`config.mk`:
```
export PLATFORM = sky130hd
export DESIGN_NAME = ct_had_tap_seq
export DESIGN_NICKNAME = d
export VERILOG_FILES = /design/src/rtl/ct_had_tap_pkg.sv /design/src/rtl/ct_had_tap_seq_ir_decode.sv /design/src/rtl/ct_had_tap_seq.sv
export SDC_FILE = /design/constraint.sdc
export NUM_CORES = 1
export LEC_CHECK = 0
export BUFFER_PORTS_ARGS = -buffer_cell sky130_fd_sc_hd__buf_2
export CORE_MARGIN = 8
export CORE_UTILIZATION = 35
export CTS_CLUSTER_DIAMETER = 200
export DETAILED_ROUTE_END_ITERATION = 6
export HOLD_SLACK_MARGIN = 0.15
export MAX_ROUTING_LAYER = met4
export PLACE_DENSITY = 0.73
export SYNTH_ARGS = -nofsm -noshare
export SYNTH_HDL_FRONTEND = slang
export SYNTH_SLANG_ARGS = --single-unit
```
`constraint.sdc`:
```
create_clock -name tclk -period 1.1 [get_ports tclk]
set_input_delay 0.055 -clock tclk [delete_from_list [all_inputs] [get_ports tclk]]
set_output_delay 0.055 -clock tclk [all_outputs]
set_load 0.02 [all_outputs]
```
`src/rtl/ct_had_tap_pkg.sv`:
```
// Shared TAP state encodings, HAD register indices and expected DR lengths
// for the HAD JTAG sequencer.
package ct_had_tap_pkg;

   typedef enum logic [3:0] {
      TAP_EX2_DR = 4'h0,
      TAP_EX1_DR = 4'h1,
      TAP_SH_DR  = 4'h2,
      TAP_PAU_DR = 4'h3,
      TAP_SEL_IR = 4'h4,
      TAP_UPD_DR = 4'h5,
      TAP_CAP_DR = 4'h6,
      TAP_SEL_DR = 4'h7,
      TAP_EX2_IR = 4'h8,
      TAP_EX1_IR = 4'h9,
      TAP_SH_IR  = 4'hA,
      TAP_PAU_IR = 4'hB,
      TAP_RTI    = 4'hC,
      TAP_UPD_IR = 4'hD,
      TAP_CAP_IR = 4'hE,
      TAP_TLR    = 4'hF
   } tap_state_e;

   localparam logic [7:0] IR_RST_VAL = 8'hFF;
   localparam int         NUM_SEL    = 16;

   localparam logic [4:0] IDX_OTC      = 5'h01;
   localparam logic [4:0] IDX_MBCA     = 5'h02;
   localparam logic [4:0] IDX_MBCB     = 5'h03;
   localparam logic [4:0] IDX_BAMA     = 5'h04;
   localparam logic [4:0] IDX_BAMB     = 5'h05;
   localparam logic [4:0] IDX_CSR      = 5'h06;
   localparam logic [4:0] IDX_WBBR     = 5'h08;
   localparam logic [4:0] IDX_PC       = 5'h09;
   localparam logic [4:0] IDX_PCFIFO   = 5'h0A;
   localparam logic [4:0] IDX_PIPEFIFO = 5'h0B;
   localparam logic [4:0] IDX_BABA     = 5'h0C;
   localparam logic [4:0] IDX_BABB     = 5'h0D;
   localparam logic [4:0] IDX_DADDR    = 5'h0E;
   localparam logic [4:0] IDX_DDATA    = 5'h0F;
   localparam logic [4:0] IDX_DBGFIFO  = 5'h10;
   localparam logic [4:0] IDX_DBGFIFO2 = 5'h11;

   // Bit positions of the one-hot select vector
   localparam int SEL_OTC      = 0;
   localparam int SEL_MBCA     = 1;
   localparam int SEL_MBCB     = 2;
   localparam int SEL_BAMA     = 3;
   localparam int SEL_BAMB     = 4;
   localparam int SEL_CSR      = 5;
   localparam int SEL_WBBR     = 6;
   localparam int SEL_PC       = 7;
   localparam int SEL_PCFIFO   = 8;
   localparam int SEL_PIPEFIFO = 9;
   localparam int SEL_BABA     = 10;
   localparam int SEL_BABB     = 11;
   localparam int SEL_DADDR    = 12;
   localparam int SEL_DDATA    = 13;
   localparam int SEL_DBGFIFO  = 14;
   localparam int SEL_DBGFIFO2 = 15;

   localparam logic [6:0] LEN_8         = 7'd8;
   localparam logic [6:0] LEN_16        = 7'd16;
   localparam logic [6:0] LEN_32        = 7'd32;
   localparam logic [6:0] LEN_64        = 7'd64;
   localparam logic [6:0] SHIFT_CNT_MAX = 7'd127;

endpackage

```
`src/rtl/ct_had_tap_seq_ir_decode.sv`:
```
// Combinational IR index decode: one-hot HAD register selects and the
// DR length the selected register expects (32 when nothing is selected).
module ct_had_ir_decode
   import ct_had_tap_pkg::*;
(
   input  logic [4:0]         ir_idx,
   output logic [NUM_SEL-1:0] reg_sel,
   output logic [6:0]         exp_len
);

   always_comb begin
      reg_sel = '0;
      exp_len = LEN_32;
      case (ir_idx)
         IDX_OTC:      begin reg_sel[SEL_OTC]      = 1'b1; exp_len = LEN_8;  end
         IDX_MBCA:     begin reg_sel[SEL_MBCA]     = 1'b1; exp_len = LEN_8;  end
         IDX_MBCB:     begin reg_sel[SEL_MBCB]     = 1'b1; exp_len = LEN_8;  end
         IDX_BAMA:     begin reg_sel[SEL_BAMA]     = 1'b1; exp_len = LEN_8;  end
         IDX_BAMB:     begin reg_sel[SEL_BAMB]     = 1'b1; exp_len = LEN_8;  end
         IDX_CSR:      begin reg_sel[SEL_CSR]      = 1'b1; exp_len = LEN_16; end
         IDX_WBBR:     begin reg_sel[SEL_WBBR]     = 1'b1; exp_len = LEN_64; end
         IDX_PC:       begin reg_sel[SEL_PC]       = 1'b1; exp_len = LEN_64; end
         IDX_PCFIFO:   begin reg_sel[SEL_PCFIFO]   = 1'b1; exp_len = LEN_64; end
         IDX_PIPEFIFO: begin reg_sel[SEL_PIPEFIFO] = 1'b1; exp_len = LEN_64; end
         IDX_BABA:     begin reg_sel[SEL_BABA]     = 1'b1; exp_len = LEN_64; end
         IDX_BABB:     begin reg_sel[SEL_BABB]     = 1'b1; exp_len = LEN_64; end
         IDX_DADDR:    begin reg_sel[SEL_DADDR]    = 1'b1; exp_len = LEN_64; end
         IDX_DDATA:    begin reg_sel[SEL_DDATA]    = 1'b1; exp_len = LEN_64; end
         IDX_DBGFIFO:  begin reg_sel[SEL_DBGFIFO]  = 1'b1; exp_len = LEN_64; end
         IDX_DBGFIFO2: begin reg_sel[SEL_DBGFIFO2] = 1'b1; exp_len = LEN_64; end
         default:      begin reg_sel = '0;                 exp_len = LEN_32; end
      endcase
   end

endmodule

```
`src/rtl/ct_had_tap_seq.sv`:
```
// HAD JTAG TAP sequencer: 1149.1 state machine, shifter strobes, IR latch
// and register select decode. Define HAD_TAP_SHIFT_CHK_EN for DR length checking.
//
// state  | meaning
// TLR  F | test-logic-reset, IR forced to reset value
// RTI  C | run-test/idle
// SEL_DR 7 / SEL_IR 4 | scan select, branch DR or IR
// CAP_DR 6 | shifter captures register contents
// SH_DR 2 / SH_IR A | one shifter bit per cycle
// EX1 1/9, PAU 3/B, EX2 0/8 | exit / pause (data held) / exit2
// UPD_DR 5 | register bank writes/reads, one-cycle pulse
// UPD_IR D | IR latched from shifter on the edge leaving this state
module ct_had_tap_seq
   import ct_had_tap_pkg::*;
#(
   parameter int              IR_W   = 8,
   parameter logic [IR_W-1:0] IR_RST = IR_RST_VAL
) (
   input  logic        tclk,
   input  logic        trst,
   input  logic        io_sm_tms,
   input  logic [15:0] serial_xx_data,
   output logic        sm_serial_shift_ir,
   output logic        sm_serial_capture_dr,
   output logic        sm_serial_shift_dr,
   output logic        sm_xx_write_en,
   output logic        sm_xx_update_dr,
   output logic        sm_xx_update_ir,
   output logic        ir_xx_otc_reg_sel,
   output logic        ir_xx_mbca_reg_sel,
   output logic        ir_xx_mbcb_reg_sel,
   output logic        ir_xx_bama_reg_sel,
   output logic        ir_xx_bamb_reg_sel,
   output logic        ir_xx_csr_reg_sel,
   output logic        ir_xx_wbbr_reg_sel,
   output logic        ir_xx_pc_reg_sel,
   output logic        ir_xx_pcfifo_reg_sel,
   output logic        ir_xx_pipefifo_reg_sel,
   output logic        ir_xx_baba_reg_sel,
   output logic        ir_xx_babb_reg_sel,
   output logic        ir_xx_daddr_reg_sel,
   output logic        ir_xx_ddata_reg_sel,
   output logic        ir_xx_dbgfifo_reg_sel,
   output logic        ir_xx_dbgfifo2_reg_sel,
   output logic [3:0]  sm_tap_state,
   output logic        sm_len_err
);

   tap_state_e         state_q, state_d;
   logic [IR_W-1:0]    ir_q, ir_d;
   logic [NUM_SEL-1:0] reg_sel;
   logic [6:0]         exp_len;

   always_ff @(posedge tclk) begin
      if (trst) begin
         state_q <= TAP_TLR;
         ir_q    <= IR_RST;
      end else begin
         state_q <= state_d;
         ir_q    <= ir_d;
      end
   end

   always_comb begin
      state_d = state_q;
      case (state_q)
         TAP_TLR:    state_d = io_sm_tms ? TAP_TLR    : TAP_RTI;
         TAP_RTI:    state_d = io_sm_tms ? TAP_SEL_DR : TAP_RTI;
         TAP_SEL_DR: state_d = io_sm_tms ? TAP_SEL_IR : TAP_CAP_DR;
         TAP_CAP_DR: state_d = io_sm_tms ? TAP_EX1_DR : TAP_SH_DR;
         TAP_SH_DR:  state_d = io_sm_tms ? TAP_EX1_DR : TAP_SH_DR;
         TAP_EX1_DR: state_d = io_sm_tms ? TAP_UPD_DR : TAP_PAU_DR;
         TAP_PAU_DR: state_d = io_sm_tms ? TAP_EX2_DR : TAP_PAU_DR;
         TAP_EX2_DR: state_d = io_sm_tms ? TAP_UPD_DR : TAP_SH_DR;
         TAP_UPD_DR: state_d = io_sm_tms ? TAP_SEL_DR : TAP_RTI;
         TAP_SEL_IR: state_d = io_sm_tms ? TAP_TLR    : TAP_CAP_IR;
         TAP_CAP_IR: state_d = io_sm_tms ? TAP_EX1_IR : TAP_SH_IR;
         TAP_SH_IR:  state_d = io_sm_tms ? TAP_EX1_IR : TAP_SH_IR;
         TAP_EX1_IR: state_d = io_sm_tms ? TAP_UPD_IR : TAP_PAU_IR;
         TAP_PAU_IR: state_d = io_sm_tms ? TAP_EX2_IR : TAP_PAU_IR;
         TAP_EX2_IR: state_d = io_sm_tms ? TAP_UPD_IR : TAP_SH_IR;
         TAP_UPD_IR: state_d = io_sm_tms ? TAP_SEL_DR : TAP_RTI;
         default:    state_d = TAP_TLR;
      endcase

      // UPD_IR never leads to TLR, so the two IR writes cannot collide
      ir_d = ir_q;
      if (state_q == TAP_UPD_IR) ir_d = serial_xx_data[IR_W-1:0];
      if (state_d == TAP_TLR)    ir_d = IR_RST;
   end

   assign sm_serial_shift_ir   = (state_q == TAP_SH_IR);
   assign sm_serial_capture_dr = (state_q == TAP_CAP_DR);
   assign sm_serial_shift_dr   = (state_q == TAP_SH_DR);
   assign sm_xx_update_dr      = (state_q == TAP_UPD_DR);
   assign sm_xx_update_ir      = (state_q == TAP_UPD_IR);
   assign sm_xx_write_en       = ~ir_q[IR_W-1];
   assign sm_tap_state         = state_q;

   ct_had_ir_decode u_ir_decode (
      .ir_idx  (ir_q[4:0]),
      .reg_sel (reg_sel),
      .exp_len (exp_len)
   );

   assign ir_xx_otc_reg_sel      = reg_sel[SEL_OTC];
   assign ir_xx_mbca_reg_sel     = reg_sel[SEL_MBCA];
   assign ir_xx_mbcb_reg_sel     = reg_sel[SEL_MBCB];
   assign ir_xx_bama_reg_sel     = reg_sel[SEL_BAMA];
   assign ir_xx_bamb_reg_sel     = reg_sel[SEL_BAMB];
   assign ir_xx_csr_reg_sel      = reg_sel[SEL_CSR];
   assign ir_xx_wbbr_reg_sel     = reg_sel[SEL_WBBR];
   assign ir_xx_pc_reg_sel       = reg_sel[SEL_PC];
   assign ir_xx_pcfifo_reg_sel   = reg_sel[SEL_PCFIFO];
   assign ir_xx_pipefifo_reg_sel = reg_sel[SEL_PIPEFIFO];
   assign ir_xx_baba_reg_sel     = reg_sel[SEL_BABA];
   assign ir_xx_babb_reg_sel     = reg_sel[SEL_BABB];
   assign ir_xx_daddr_reg_sel    = reg_sel[SEL_DADDR];
   assign ir_xx_ddata_reg_sel    = reg_sel[SEL_DDATA];
   assign ir_xx_dbgfifo_reg_sel  = reg_sel[SEL_DBGFIFO];
   assign ir_xx_dbgfifo2_reg_sel = reg_sel[SEL_DBGFIFO2];

`ifdef HAD_TAP_SHIFT_CHK_EN
   logic [6:0] shift_cnt_q, shift_cnt_d;

   always_ff @(posedge tclk) begin
      if (trst) shift_cnt_q <= '0;
      else      shift_cnt_q <= shift_cnt_d;
   end

   always_comb begin
      shift_cnt_d = shift_cnt_q;
      if (state_q == TAP_CAP_DR)
         shift_cnt_d = '0;
      else if (state_q == TAP_SH_DR && shift_cnt_q != SHIFT_CNT_MAX)
         shift_cnt_d = shift_cnt_q + 7'd1;
   end

   assign sm_len_err = (state_q == TAP_UPD_DR) && (shift_cnt_q != exp_len);

   logic unused_ok;
   assign unused_ok = ^{serial_xx_data[15:IR_W], ir_q[IR_W-2:5]};
`else
   assign sm_len_err = 1'b0;

   logic unused_ok;
   assign unused_ok = ^{serial_xx_data[15:IR_W], ir_q[IR_W-2:5], exp_len};
`endif

endmodule

```
# Word level (Yosys, flattened, before mapping)

Cells that the tools add are included.

Flip-flop bits (word level): 12
Bits of input ports: 19
Logic and storage cells: 69

Equality and inequality tests: 32
Muxes and demuxes: 29
Bitwise gates (word level): 1
Reduce and logical (&&, ||, !) cells: 5

Operators with widths:

| kind                 | count |
|---|---|
| $pmux W4 S12         | 1 |
| $eq A5 B4 Y1 const B | 8 |
| $eq A4 B4 Y1 const B | 9 |
| $mux W1              | 17 |
| $eq A4 B3 Y1 const B | 4 |
| $eq A5 B3 Y1 const B | 3 |
| $mux W2              | 6 |
| $mux W3              | 4 |
| $eq A5 B2 Y1 const B | 2 |
| $eq A5 B5 Y1 const B | 2 |
| $eq A4 B2 Y1 const B | 2 |
| $reduce_or A2 Y1     | 3 |
| $eq A5 B1 Y1 const B | 1 |
| $eq A4 B1 Y1 const B | 1 |
| $logic_not A4 Y1     | 1 |
| $mux W4              | 1 |
| $reduce_or A3 Y1     | 1 |
| $not A1 Y1           | 1 |

# Depth between registers and ports, before layout

Depth after elaboration: 5
Depth in mapped cells: 4
Gate-level depth less buffers: 3

# Modules after synthesis

From an unflattened synthesis, not the netlist that was laid out.

Cell total of the unflattened synthesis: 98
Area, all modules: 752.0 sq um

Modules (own cells, without submodules):

| module           | instances | cells an instance | area each (sq um) |
|---|---|---|---|
| ct_had_tap_seq   | 1         | 56                | 530.5 |
| ct_had_ir_decode | 1         | 42                | 221.5 |

# Worst setup path after synthesis

Ideal clock, no wire load.

Path type: reg-to-output
Start: register state_q[1] (netlist: sm_tap_state[1])
End: output port sm_serial_capture_dr
Arrival: 1.432 ns
Required time: 1.045 ns
Setup slack: -0.387 ns
Cell stages (with the launch flop): 3
Path buffers: 0
Cells stage by stage: dfxtp_1 -> or2b_2 -> nor3b_1

Cells in the longest elaborated chain, start to end: 1

RTL lines:

| element                | line                 | RTL |
|---|---|---|
| from (decl)            | ct_had_tap_seq.sv:49 | `tap_state_e state_q, state_d;` |
| from (signal assigned) | ct_had_tap_seq.sv:59 | `state_q <= state_d;` |
| $eq A4 B3 Y1           | ct_had_tap_seq.sv:93 | `assign sm_serial_capture_dr = (state_q == TAP_CAP_DR);` |
| to (decl)              | ct_had_tap_seq.sv:24 | `output logic sm_serial_capture_dr,` |

No other way between the ends.

# Worst setup path in the final report

Start: register ir_q[3]
End: output port ir_xx_mbca_reg_sel

Cells in the longest elaborated chain, start to end: 2

RTL lines:

| element                | line                           | RTL |
|---|---|---|
| from (decl)            | ct_had_tap_seq.sv:50           | `logic [IR_W-1:0] ir_q, ir_d;` |
| from (signal assigned) | ct_had_tap_seq.sv:60           | `ir_q <= ir_d;` |
| $eq A5 B2 Y1           | ct_had_tap_seq_ir_decode.sv:14 | `case (ir_idx)` |
| $mux W1                | ct_had_tap_seq_ir_decode.sv:14 |  |
| to (decl)              | ct_had_tap_seq.sv:30           | `output logic ir_xx_mbca_reg_sel,` |

No other way between the ends.

==> results.md <==
- For this run, the detailed router's first-pass iteration total came to 4.
- The sequential fraction of the synthesis area is 0.307.
- Clock skew on the completed layout was measured at 0.0146 ns.
- The placed instance area is 1010 um^2.
- Detailed routing inserted a total of 890 vias.
- The most frequently used flop master after synthesis is sky130_fd_sc_hd__dfxtp_1.
- The commonest cells after synthesis are 14 x sky130_fd_sc_hd__nor2_1, 10 x sky130_fd_sc_hd__dfxtp_1, 10 x sky130_fd_sc_hd__nand2_1, 6 x sky130_fd_sc_hd__mux2i_1, 6 x sky130_fd_sc_hd__nor3_1.
- The startpoint of the worst-slack reg-to-reg timing path is sm_tap_state[1]$_SDFF_PP1_.
- The run finished, with violations left.
- The global-route wire length before repair is 4310 um.
- Setup repair after global routing could not meet its margin everywhere.
- The time the worst path needs with I/O delays and setup is 1.43 ns.
- TritonCTS built the clock tree.
- The worst path required time is 1.04 ns.
- At the worst endpoint, the arrival time is 1.38 ns.
- The final design area excluding fillers is 1450 um^2.
- The total I/O pin count is 46.
- Counting flops and latches in the post-synthesis netlist gives 10.
- The worst hold path passes through 3 cells.
- The number of nets in the synthesized netlist is 100.
- In the synthesized netlist the async set-or-reset flop fraction comes to 0.
- The netlist uses 30 different library cells.
- The average footprint of a synthesized cell is 8.05 um^2.
- CTS saw 10 sinks.
- Traced cell by cell, the critical path runs through buf_6 -> or3_4 -> nor2_2 -> buf_6.
- The most critical setup path has its startpoint at ir_q[3]$_SDFFE_PP1P_.
- In this run the power density over the cells is 1010 nW/um^2.
- The total count of hold-check failures in the final report was 0.
- The final count of pins violating max slew came to 0.
- The maximum clock rate is 699 MHz.
- The cell that appears most often on the critical path is sky130_fd_sc_hd__buf_6.
- The CTS buffer count is 3.
- The depth of the worst register-to-register path is 4.
- Measured on the finished design, the core utilization comes to 0.833.
- The detail route stage leaves a number of antenna-violating nets equal to 0.
- The worst path setup slack after routing is -0.332 ns.
- The netlist area before placement is 652 um^2.
- Timing analysis after detailed placement gives a worst setup slack of -0.129 ns.
- In this run the vertical extent of the chip is 59.2 um.
- The share of total power dissipated in combinational logic is 0.453.
- The fill cell instance count of the final layout is 92.
- The cell chosen for the clock root is sky130_fd_sc_hd__clkbuf_4.
- The final wirelength is 2970 um.
- Across the run, the number of max-cap violations was 0.
- The internal power consumption is 968 uW.
- The largest total area in the synthesized netlist belongs to sky130_fd_sc_hd__dfxtp_1.
- The worst hold path begins at io_sm_tms.
- The kind of cell with the highest combined delay on the critical path is simple AND/OR/NAND/NOR gates.
- After floorplanning, the core was divided into 15 placement rows.
- The number of enable-type register cells in the synthesized netlist is 0.
- The peak per-stage delay on the critical path is 0.39 ns.
- Entering global routing, the biggest net connects 9 pins.
- The net switching power is 504 uW.
- The leakage dissipation is 0.717 nW.
- Setup violations remaining at the end of the flow were counted as 29.
- The worst hold path terminates at sm_tap_state[2]$_SDFF_PP1_.
- The tightest min-delay check is of the primary input to flop type.
- The type of origin of the critical path is a flop.
- The overall die width is 59.2 um.
- The maximum root-to-sink buffer count is 2.
- The total grt overflow is 0.
- The number of global-route vias before repair is 882.
- The count of port buffers added during placement is 34.
- Dividing the detail-routed wire length by the instance count gives 17.0 um.
- For this run, design rule violations remaining after detail routing come to 0.
- The final cycle utilization of the critical path is 1.30.
- The worst setup path is of the flop to output port kind.
- The net switching share of the total power is 0.342.
- In this run, the number of DRC markers left after iteration 0 of detailed routing was 22.
- The share of total power in the clock network is 0.241.
- The floorplan step defined a die boundary enclosing 3500 um^2.
- The H-tree level count is 1.
- The dominant cell by count in the synthesized netlist is sky130_fd_sc_hd__nor2_1.
- The area growth from synthesis to layout is 123%.
- The total buffers and inverters traversed by the critical path is 2.
- The final reports fail on setup timing.
- The endpoint identified for the worst register-to-register timing path is sm_tap_state[1]$_SDFF_PP1_.
- Along the worst path, the maximum fanout reaches 4.
- The antenna cell count is 0.
- The all-layer global routing usage is 0.164.
- The sequential fraction of design power is 0.307.
- The synthesis warning total is 0.
- The core region is 1750 um^2.
- The via density per instance is 5.09.
- The worst supply voltage drop on vdd is 0.880 mV.
- Of the cells placed in the final design, the portion with a size suffix greater than 1 is 0.707.
- The largest individual stage delay along the critical path comes from the cell sky130_fd_sc_hd__or3_4.
- The setup check on the worst reg-to-reg path leaves a slack of -0.11 ns.
- The endpoint kind of the worst setup timing path is an output port.
- The area share of the largest cell type after synthesis is 0.307.
- The worst-skew pair later-pin latency is 0.29 ns.
- The post-detailed-placement half-perimeter wirelength is 1640 um.
- The final net count is 170.
- Synthesis produced a netlist whose cell count is 81.
- The initial antenna violation count is 0.
- Clock-pin slew was measured on the worst setup and hold paths at 0.08 ns.
- Sorting the synthesized cells by area gives the leading types as sky130_fd_sc_hd__dfxtp_1 31%, sky130_fd_sc_hd__mux2i_1 9.2%, sky130_fd_sc_hd__nor2_1 8.1%, sky130_fd_sc_hd__nand2_1 5.8%, sky130_fd_sc_hd__buf_6 5.2%.
- The effective utilization at floorplan is 0.373.
- Routability-driven placement finished with a final weighted congestion of 0.749.
[routing by layer]
metal | GRT usage | wire length [um] | vias to the layer above
met3 | 0.0521 | 137 | 6
met1 | 0.184 | 1220 | 436
met5 | - | 0 | -
met4 | 0.0375 | 48 | 0
met2 | 0.277 | 1570 | 35
li1 | - | - | 413
[final cells by class]
| class | instances | area (um^2) | area share |
|---|---|---|---|
| repair buffers | 69 | 606 | 0.417 |
| flip-flops and latches | 10 | 220 | 0.151 |
| inverters | 4 | 15.0 | 0.0103 |
| multi-input cells | 63 | 546 | 0.375 |
| clock buffers | 4 | 36.3 | 0.0250 |
| well taps | 25 | 31.3 | 0.0215 |
[power by group through the flow]
| stage | combinational (mW) | sequential (mW) | clock [mW] |
|---|---|---|---|
| finish | 0.666 | 0.451 | 0.354 |
| global route | 0.698 | 0.457 | 0.383 |
| CTS | 0.585 | 0.451 | 0.336 |
| detailed placement | 0.420 | 0.453 | 0 |
| global placement | 0.408 | 0.451 | 0 |
| floorplan | 0.268 | 0.464 | 0 |
[worst max-delay path by stage]
stage | end | slack, ns | cells past startpoint
2_1_floorplan | sm_tap_state[1]$_SDFF_PP1_ | -0.09 | 4
5_1_grt | ir_xx_mbcb_reg_sel | -0.39 | 4
3_3_place_gp | ir_xx_bama_reg_sel | -0.09 | 3
4_1_cts | ir_xx_bama_reg_sel | -0.30 | 3
6_report | ir_xx_mbca_reg_sel | -0.33 | 4
3_5_place_dp | ir_xx_bama_reg_sel | -0.13 | 3
[state kept, by name (all words and copies together), names as in the netlist]
register,count
sm_tap_state,4
ir_q,6
[cell usage in the layout, fill, tap and decap left out, types with 3 or more instances in the layout]
cell type / count
sky130_fd_sc_hd__clkbuf_4: 3
sky130_fd_sc_hd__buf_2: 12
sky130_fd_sc_hd__nor2_2: 8
sky130_fd_sc_hd__nor2_1: 4
sky130_fd_sc_hd__nor3_2: 3
sky130_fd_sc_hd__buf_4: 23
sky130_fd_sc_hd__dfxtp_2: 4
sky130_fd_sc_hd__mux2i_1: 6
sky130_fd_sc_hd__dlygate4sd3_1: 8
sky130_fd_sc_hd__nand2_1: 10
sky130_fd_sc_hd__inv_1: 3
sky130_fd_sc_hd__dfxtp_4: 4
sky130_fd_sc_hd__buf_6: 26
[cells by family (layout without fill, tap and decap cells)]
logic type / count (synthesis) / in the layout / share of synthesized area
buffers and inverters: 8 / 77 / 0.0864
other: 1 / 1 / 0.00575
DFF: 10 / 10 / 0.307
AOI/OAI and AO/OA: 12 / 12 / 0.146
and+or+nand+nor: 44 / 44 / 0.363
muxes: 6 / 6 / 0.0921
[worst register-to-register path: stages (launching register included)]
cell	delay [ns]
sky130_fd_sc_hd__dfxtp_4	0.37
sky130_fd_sc_hd__or2b_4	0.25
sky130_fd_sc_hd__buf_6	0.11
sky130_fd_sc_hd__a21oi_2	0.05
sky130_fd_sc_hd__a2111o_1	0.31
[through the flow]
| stage | total power, mW | std cells | hold WS (ns) | TNS (ns) |
|---|---|---|---|---|
| 2_1_floorplan | 0.733 | 81 | 0.140 | -0.308 |
| 3_3_place_gp | 0.859 | 150 | 0.265 | -0.329 |
| 3_5_place_dp | 0.873 | 150 | 0.271 | -0.611 |
| 4_1_cts | 1.37 | 171 | 0.193 | -4.90 |
| 5_1_grt | 1.54 | 175 | 0.219 | -7.55 |
| 6_report | 1.47 | 175 | 0.219 | -6.06 |
[timing repair]
| action | in CTS | in global routing |
|---|---|---|
| setup endpoints to repair | 28 | 32 |
| buffers inserted | 9 | 4 |
| endpoints found under the hold margin | 10 | 0 |
| hold buffers | 8 | 0 |
| pin swaps | 15 | 8 |
| resized for setup | 56 | 16 |
(Power assumes the default switching activity.)
